### config.mk
export PLATFORM = sky130hd
export DESIGN_NAME = writeback_arbiter
export DESIGN_NICKNAME = d
export VERILOG_FILES = /design/src/rtl/writeback_arbiter_pkg.sv /design/src/rtl/writeback_arbiter_fifo.sv /design/src/rtl/writeback_arbiter.sv
export SDC_FILE = /design/constraint.sdc
export NUM_CORES = 2
export LEC_CHECK = 0
export ABC_AREA = 1
export CORE_MARGIN = 2
export CORE_UTILIZATION = 40
export CTS_BUF_LIST = sky130_fd_sc_hd__clkbuf_8
export DETAILED_ROUTE_END_ITERATION = 10
export SLEW_MARGIN = 5
export SYNTH_ARGS = -nofsm -noshare
export SYNTH_HDL_FRONTEND = slang
export SYNTH_SLANG_ARGS = --single-unit
### constraint.sdc
create_clock -name clock_i -period 12.7 [get_ports clock_i]
set_clock_uncertainty 0.15 [all_clocks]
set_input_delay 1.27 -clock clock_i [delete_from_list [all_inputs] [get_ports clock_i]]
set_output_delay 1.27 -clock clock_i [all_outputs]
set_load 0.01 [all_outputs]
### src/rtl/writeback_arbiter_pkg.sv
// Shared definitions for the writeback merge stage: functional-unit codes,
// default field widths and the packed writeback entry layout.
package writeback_arbiter_pkg;

    typedef enum logic [2:0] {
        FU_FX   = 3'd0,
        FU_FP   = 3'd1,
        FU_LDST = 3'd2,
        FU_BR   = 3'd3,
        FU_TRAP = 3'd4
    } fu_code_e;

    localparam int unsigned NUM_UNITS_DEF = 4;
    localparam int unsigned DEPTH_DEF     = 4;
    localparam int unsigned REG_W_DEF     = 5;
    localparam int unsigned DATA_W_DEF    = 64;
    localparam int unsigned FU_CODE_W_DEF = 3;
    localparam int unsigned CR_W          = 32;

    // Entry layout, MSB first: fu_code, reg1_en, reg2_en, reg1_addr, reg2_addr,
    // reg1_val, reg2_val, cr_en, cr_val.
    function automatic int unsigned entry_width(input int unsigned fu_w,
                                                input int unsigned reg_w,
                                                input int unsigned data_w);
        return fu_w + 3 + 2 * reg_w + 2 * data_w + CR_W;
    endfunction

    localparam int unsigned ENTRY_W = entry_width(FU_CODE_W_DEF, REG_W_DEF, DATA_W_DEF);

    // Field offsets (LSB positions) for the default widths.
    localparam int unsigned CR_VAL_LSB   = 0;
    localparam int unsigned CR_EN_LSB    = CR_VAL_LSB + CR_W;
    localparam int unsigned REG2_VAL_LSB = CR_EN_LSB + 1;
    localparam int unsigned REG1_VAL_LSB = REG2_VAL_LSB + DATA_W_DEF;
    localparam int unsigned REG2_ADR_LSB = REG1_VAL_LSB + DATA_W_DEF;
    localparam int unsigned REG1_ADR_LSB = REG2_ADR_LSB + REG_W_DEF;
    localparam int unsigned REG2_EN_LSB  = REG1_ADR_LSB + REG_W_DEF;
    localparam int unsigned REG1_EN_LSB  = REG2_EN_LSB + 1;
    localparam int unsigned FU_CODE_LSB  = REG1_EN_LSB + 1;

endpackage

### src/rtl/writeback_arbiter_fifo.sv
// Synchronous per-unit result FIFO; head is presented combinationally.
module wb_fifo #(
    parameter int unsigned WIDTH = 8,
    parameter int unsigned DEPTH = 4
) (
    input  logic             clk,
    input  logic             rst,
    input  logic             push,
    input  logic             pop,
    input  logic [WIDTH-1:0] wdata,
    output logic [WIDTH-1:0] head_c,
    output logic             full_c,
    output logic             empty_c
);
    localparam int unsigned AW = $clog2(DEPTH);
    localparam int unsigned CW = AW + 1;

    logic [WIDTH-1:0] mem [DEPTH];
    logic [AW-1:0]    wr_ptr;
    logic [AW-1:0]    rd_ptr;
    logic [CW-1:0]    count;
    logic             wr_en;
    logic             rd_en;

    assign full_c  = (count == CW'(DEPTH));
    assign empty_c = (count == '0);
    assign wr_en   = push & ~full_c;
    assign rd_en   = pop & ~empty_c;
    assign head_c  = mem[rd_ptr];

    // Storage needs no reset: a cleared count hides any stale entries.
    always_ff @(posedge clk) begin
        if (wr_en) begin
            mem[wr_ptr] <= wdata;
        end
    end

    always_ff @(posedge clk) begin
        if (rst) begin
            wr_ptr <= '0;
            rd_ptr <= '0;
            count  <= '0;
        end else begin
            if (wr_en) wr_ptr <= wr_ptr + AW'(1);
            if (rd_en) rd_ptr <= rd_ptr + AW'(1);
            count <= count + CW'(wr_en) - CW'(rd_en);
        end
    end

endmodule

### src/rtl/writeback_arbiter.sv
// N-channel buffered writeback merge: per-unit FIFOs drained round-robin into
// a single registered, stallable writeback slot.
module writeback_arbiter
    import writeback_arbiter_pkg::*;
#(
    parameter int unsigned NUM_UNITS   = NUM_UNITS_DEF,
    parameter int unsigned DEPTH       = DEPTH_DEF,
    parameter int unsigned regWidth    = REG_W_DEF,
    parameter int unsigned dataWidth   = DATA_W_DEF,
    parameter int unsigned fuCodeWidth = FU_CODE_W_DEF
) (
    input  logic                             clock_i,
    input  logic                             reset_i,
    input  logic [NUM_UNITS-1:0]             unitValid_i,
    output logic [NUM_UNITS-1:0]             unitReady_o,
    input  logic [NUM_UNITS*fuCodeWidth-1:0] unitFuCode_i,
    input  logic [NUM_UNITS-1:0]             unitReg1En_i,
    input  logic [NUM_UNITS-1:0]             unitReg2En_i,
    input  logic [NUM_UNITS*regWidth-1:0]    unitReg1Addr_i,
    input  logic [NUM_UNITS*regWidth-1:0]    unitReg2Addr_i,
    input  logic [NUM_UNITS*dataWidth-1:0]   unitReg1Val_i,
    input  logic [NUM_UNITS*dataWidth-1:0]   unitReg2Val_i,
    input  logic [NUM_UNITS-1:0]             unitCrEn_i,
    input  logic [NUM_UNITS*CR_W-1:0]        unitCrVal_i,
    output logic                             wbValid_o,
    input  logic                             wbReady_i,
    output logic [fuCodeWidth-1:0]           functionalUnitCode_o,
    output logic                             reg1WritebackEnable_o,
    output logic                             reg2WritebackEnable_o,
    output logic [regWidth-1:0]              reg1WritebackAddress_o,
    output logic [regWidth-1:0]              reg2WritebackAddress_o,
    output logic [dataWidth-1:0]             reg1WritebackVal_o,
    output logic [dataWidth-1:0]             reg2WritebackVal_o,
    output logic                             condRegUpdateEnable_o,
    output logic [CR_W-1:0]                  newCRVal_o,
    output logic [$clog2(NUM_UNITS)-1:0]     wbUnit_o
);
    localparam int unsigned EW = entry_width(fuCodeWidth, regWidth, dataWidth);
    localparam int unsigned UW = $clog2(NUM_UNITS);

    logic [EW-1:0]        wr_entry [NUM_UNITS];
    logic [EW-1:0]        head_c   [NUM_UNITS];
    logic [NUM_UNITS-1:0] full_c;
    logic [NUM_UNITS-1:0] empty_c;
    logic [NUM_UNITS-1:0] push_c;
    logic [NUM_UNITS-1:0] pop_c;

    logic                 load_c;
    logic                 found_c;
    logic [UW-1:0]        winner_c;
    logic [UW-1:0]        rr_next_c;
    logic [UW-1:0]        rr_ptr;
    logic [EW-1:0]        slot_q;

    assign unitReady_o = ~full_c;
    assign push_c      = unitValid_i & ~full_c;
    assign load_c      = ~wbValid_o | wbReady_i;

    for (genvar u = 0; u < NUM_UNITS; u++) begin : g_unit
        assign wr_entry[u] = {unitFuCode_i[u*fuCodeWidth +: fuCodeWidth],
                              unitReg1En_i[u],
                              unitReg2En_i[u],
                              unitReg1Addr_i[u*regWidth +: regWidth],
                              unitReg2Addr_i[u*regWidth +: regWidth],
                              unitReg1Val_i[u*dataWidth +: dataWidth],
                              unitReg2Val_i[u*dataWidth +: dataWidth],
                              unitCrEn_i[u],
                              unitCrVal_i[u*CR_W +: CR_W]};

        wb_fifo #(
            .WIDTH (EW),
            .DEPTH (DEPTH)
        ) u_fifo (
            .clk     (clock_i),
            .rst     (reset_i),
            .push    (push_c[u]),
            .pop     (pop_c[u]),
            .wdata   (wr_entry[u]),
            .head_c  (head_c[u]),
            .full_c  (full_c[u]),
            .empty_c (empty_c[u])
        );
    end

    // Round-robin search: first non-empty FIFO at or above rr_ptr, wrapping.
    always_comb begin
        int unsigned idx;
        found_c  = 1'b0;
        winner_c = '0;
        idx      = 0;
        for (int unsigned i = 0; i < NUM_UNITS; i++) begin
            idx = (32'(rr_ptr) + i) % NUM_UNITS;
            if (!found_c && !empty_c[UW'(idx)]) begin
                found_c  = 1'b1;
                winner_c = UW'(idx);
            end
        end
    end

    always_comb begin
        pop_c = '0;
        if (load_c && found_c) begin
            pop_c[winner_c] = 1'b1;
        end
        rr_next_c = (winner_c == UW'(NUM_UNITS - 1)) ? '0 : winner_c + UW'(1);
    end

    // Writeback slot; fields hold when nothing is available to load.
    always_ff @(posedge clock_i) begin
        if (reset_i) begin
            wbValid_o <= 1'b0;
            slot_q    <= '0;
            wbUnit_o  <= '0;
            rr_ptr    <= '0;
        end else if (load_c) begin
            wbValid_o <= found_c;
            if (found_c) begin
                slot_q   <= head_c[winner_c];
                wbUnit_o <= winner_c;
                rr_ptr   <= rr_next_c;
            end
        end
    end

    assign {functionalUnitCode_o,
            reg1WritebackEnable_o,
            reg2WritebackEnable_o,
            reg1WritebackAddress_o,
            reg2WritebackAddress_o,
            reg1WritebackVal_o,
            reg2WritebackVal_o,
            condRegUpdateEnable_o,
            newCRVal_o} = slot_q;

endmodule

==> flow_summary_export.csv <==
group,metric,value,unit
finish,stdcell_count,14400,
timing,fin_crit_sh,0.458,
timing,layout_min_cycle_time,5.82,ns
yosys,synth_area,0.118,mm2
yosys,yosysWarningCount,0,
pwr,power.share.clock,0.264,
pwr,irDropWorstVdd,0.262,mV
clock_tree,cts_inserted_buffers,521,
worst_hold_path,hp-class,"reg -> reg",
pwr,swShare,0.384,
die,fp.dieArea,0.299,mm2
routing,wl,383000,um
die,initial_core_util,0.401,
clock_tree,cts_hold_buffers,0,
yosys,syn_inst,9110,
die,rows,199,
global_route,antenna_found_initial,194,
global_route,grt_pass1_vias,77900,
timing,finalSetupViolations,0,
placement,hpwl,233000,um
yosys,syn_area_per_cell,12.9,um2
clock_tree,tritoncts,"built",
global_route,grt_pass1_wl,544000,um
worst_setup_path,startpoint_type,"register",
worst_setup_path,cp-end-kind,"register",
die,dieHeight,547,um
yosys,synthesis.nets,9850,
pwr,p_seq_frac,0.400,
flow_run,drv_cap,0,
timing,worst_slew_pin_slew,1.29,ns
timing,worst_slack,6.88,ns
worst_setup_path,cp_max_fo,97,
pwr,pwr-share-comb,0.336,
clock_tree,root_buffer,"clkbuf_8",
pwr,intPower,0.0196,W
clock_tree,path_clk_slew,0.06,ns
clock_tree,cts_num_sinks,3033,
yosys,synth_cell_types,29,
clock_tree,postCtsSetupBuffers,0,
finish,drive_gt1_frac,0.0827,
pwr,power.switching,0.0122,W
clock_tree,cts_buffer_depth,4,
worst_setup_path,worst-setup-path-type,"reg -> reg",
finish,fill_cells,25500,
die,io_pins,894,
die,die_w,547,um
routing,wl_per_cell,26.5,um
clock_tree,clkLatencyLatePin,1.17,ns
finish,multi_input_area,0.0258,mm2
global_route,grt-ovfl-total,0,
routing,drc_errors,0,
yosys,yosysTopAreaCell,"edfxtp_1",
global_route,track_usage,0.246,
timing,timing.fmax,172,MHz
yosys,synthDominantCellAreaShare,0.718,
status,status,"finished clean",
routing,vias,81900,
timing,slew_headroom,0.137,
finish,utilization,0.478,
placement,portBuffers,893,
routing,drtIter0Drc,9225,
die,core-area,0.294,mm2
routing,postRouteAntennaNets,0,
yosys,ys_seq_area_frac,0.755,
finish,nNetsFinal,10700,
timing,grt_setup_unrepaired,"no",
pwr,power_density,226,mW/mm2
clock_tree,h-tree-depth,6,
routing,viasPerCell,5.68,
yosys,ys_top_cells_by_area,"edfxtp_1 (72%), o21ai_0 (4.6%), nand3_1 (4.6%)",
clock_tree,cts_resized,0,
finish,seq_area,0.0889,mm2
timing,setup_tns,0,ns
timing,final_hold_viol_count,0,
routing,first_pass_iters,6,
pwr,leakagePower,47.6,nW
placement,dp_cells,13400,
yosys,ys_ff_latch,3033,
finish,area_growth,19.1,%
placement,routabilityCongestion,0.800,
global_route,grt_max_degree,191,
worst_setup_path,required,13.62,ns
worst_setup_path,cp.arrival,6.74,ns
placement,place_ws,6.56,ns
timing,drv_slew,0,
## final cells by class
type	instances	share of cell area
clock inverters	381	0.0154
repair buffers	1028	0.0718
inverters	83	0.00265
diodes	121	0.00216
flip-flops and latches	3033	0.634
well taps	3919	0.0349
clock buffers	563	0.0552
multi-input cells	5297	0.184
## synth_stat cells (all sizes together)
library cell  instances
edfxtp             2816
nor2               1095
nand3              1078
o21ai              1076
nand2               929
o22ai               528
clkbuf              514
a21oi               375
dfxtp               217
buf                 183
a32oi               176
inv                  83
ha                   25
fa                    4
xnor2                 4
nand4                 2
nor3                  2
xor2                  2
a211oi                1
## critical path: stages, from the launching register on
cell	delay, ns
dfxtp_1	0.38
inv_2	0.25
nand3_1	0.19
nand2_1	0.12
nand2_1	0.06
nand2_1	0.10
nand2_1	0.14
nand2_8	0.60
nand2_8	0.67
nand2_8	0.53
buf_4	0.75
ha_1	0.27
inv_1	0.05
nor3_2	0.22
ha_1	0.28
inv_1	0.06
ha_1	0.13
inv_1	0.06
fa_1	0.40
inv_1	0.08
o21ai_0	0.09
a21oi_1	0.12
## stage by stage
step / total power [W] / area [um2] / hold slack (ns)
after global routing: 0.0333 / 140000 / 0.335
final: 0.0318 / 140000 / 0.313
after CTS: 0.0319 / 140000 / 0.314
after global placement: 0.0233 / 130000 / 0.301
after floorplan: 0.0195 / 118000 / 0.293
after detailed placement: 0.0236 / 130000 / 0.305
## sequential cells by signal, summed over array words and instances, names as in the netlist, named ones only
register,count
g_unit.u_fifo.mem,2816
wbValid_o,1
slot_q,176
rr_ptr,2
wbUnit_o,2
g_unit.u_fifo.rd_ptr,8
g_unit.u_fifo.wr_ptr,8
g_unit.u_fifo.count,12
## layer usage
metal  share of wire  up-vias  track usage
met2            0.46     3902        0.380
li1                -    35900            -
met3           0.098      792       0.0622
met5          0.0023        -            0
met4           0.038      134        0.103
met1            0.41    41100        0.331
## power groups by stage
stage | clock network [W] | registers [W] | logic [W]
after floorplan | 0 | 0.0130 | 0.00653
after CTS | 0.00851 | 0.0127 | 0.0107
after global placement | 0 | 0.0129 | 0.0105
after detailed placement | 0 | 0.0129 | 0.0107
after global routing | 0.00895 | 0.0128 | 0.0116
final | 0.00837 | 0.0127 | 0.0107
## cells in the final DEF, fill, tap and decap left out, drive strengths merged, types with 7 or more instances in the layout
| master | Yosys | routed |
|---|---|---|
| nand2 | 929 | 929 |
| clkinvlp | 0 | 7 |
| nor2 | 1095 | 1095 |
| buf | 183 | 135 |
| o22ai | 528 | 528 |
| nand3 | 1078 | 1078 |
| o21ai | 1076 | 1076 |
| clkdlybuf4s50 | 0 | 892 |
| clkbuf | 514 | 564 |
| a32oi | 176 | 176 |
| a21oi | 375 | 375 |
| edfxtp | 2816 | 2816 |
| ha | 25 | 25 |
| inv | 83 | 308 |
| dfxtp | 217 | 217 |
| diode | 0 | 121 |
| clkinv | 0 | 144 |
## worst paths after layout
| check | startpoint | to | slack (ns) | depth (start not counted) |
|---|---|---|---|---|
| setup / recovery | rr_ptr[0] | g_unit[3].u_fifo.count[2] | 6.88 | 21 |
| hold / removal | slot_q[49] | slot_q[49] | 0.31 | 2 |
| setup reg to reg | rr_ptr[0] | g_unit[3].u_fifo.count[2] | 6.88 | 21 |
| hold reg to reg | slot_q[49] | slot_q[49] | 0.31 | 2 |
## logic make-up after synthesis
| kind of cell | Yosys count | share of synthesized area |
|---|---|---|
| compound gates | 2156 | 0.103 |
| flops | 3033 | 0.755 |
| simple gates | 3106 | 0.111 |
| buf+inv | 780 | 0.0277 |
| xor+xnor | 6 | 0.000446 |
| fa+ha+maj | 29 | 0.00334 |
(Power assumes the default switching activity.)
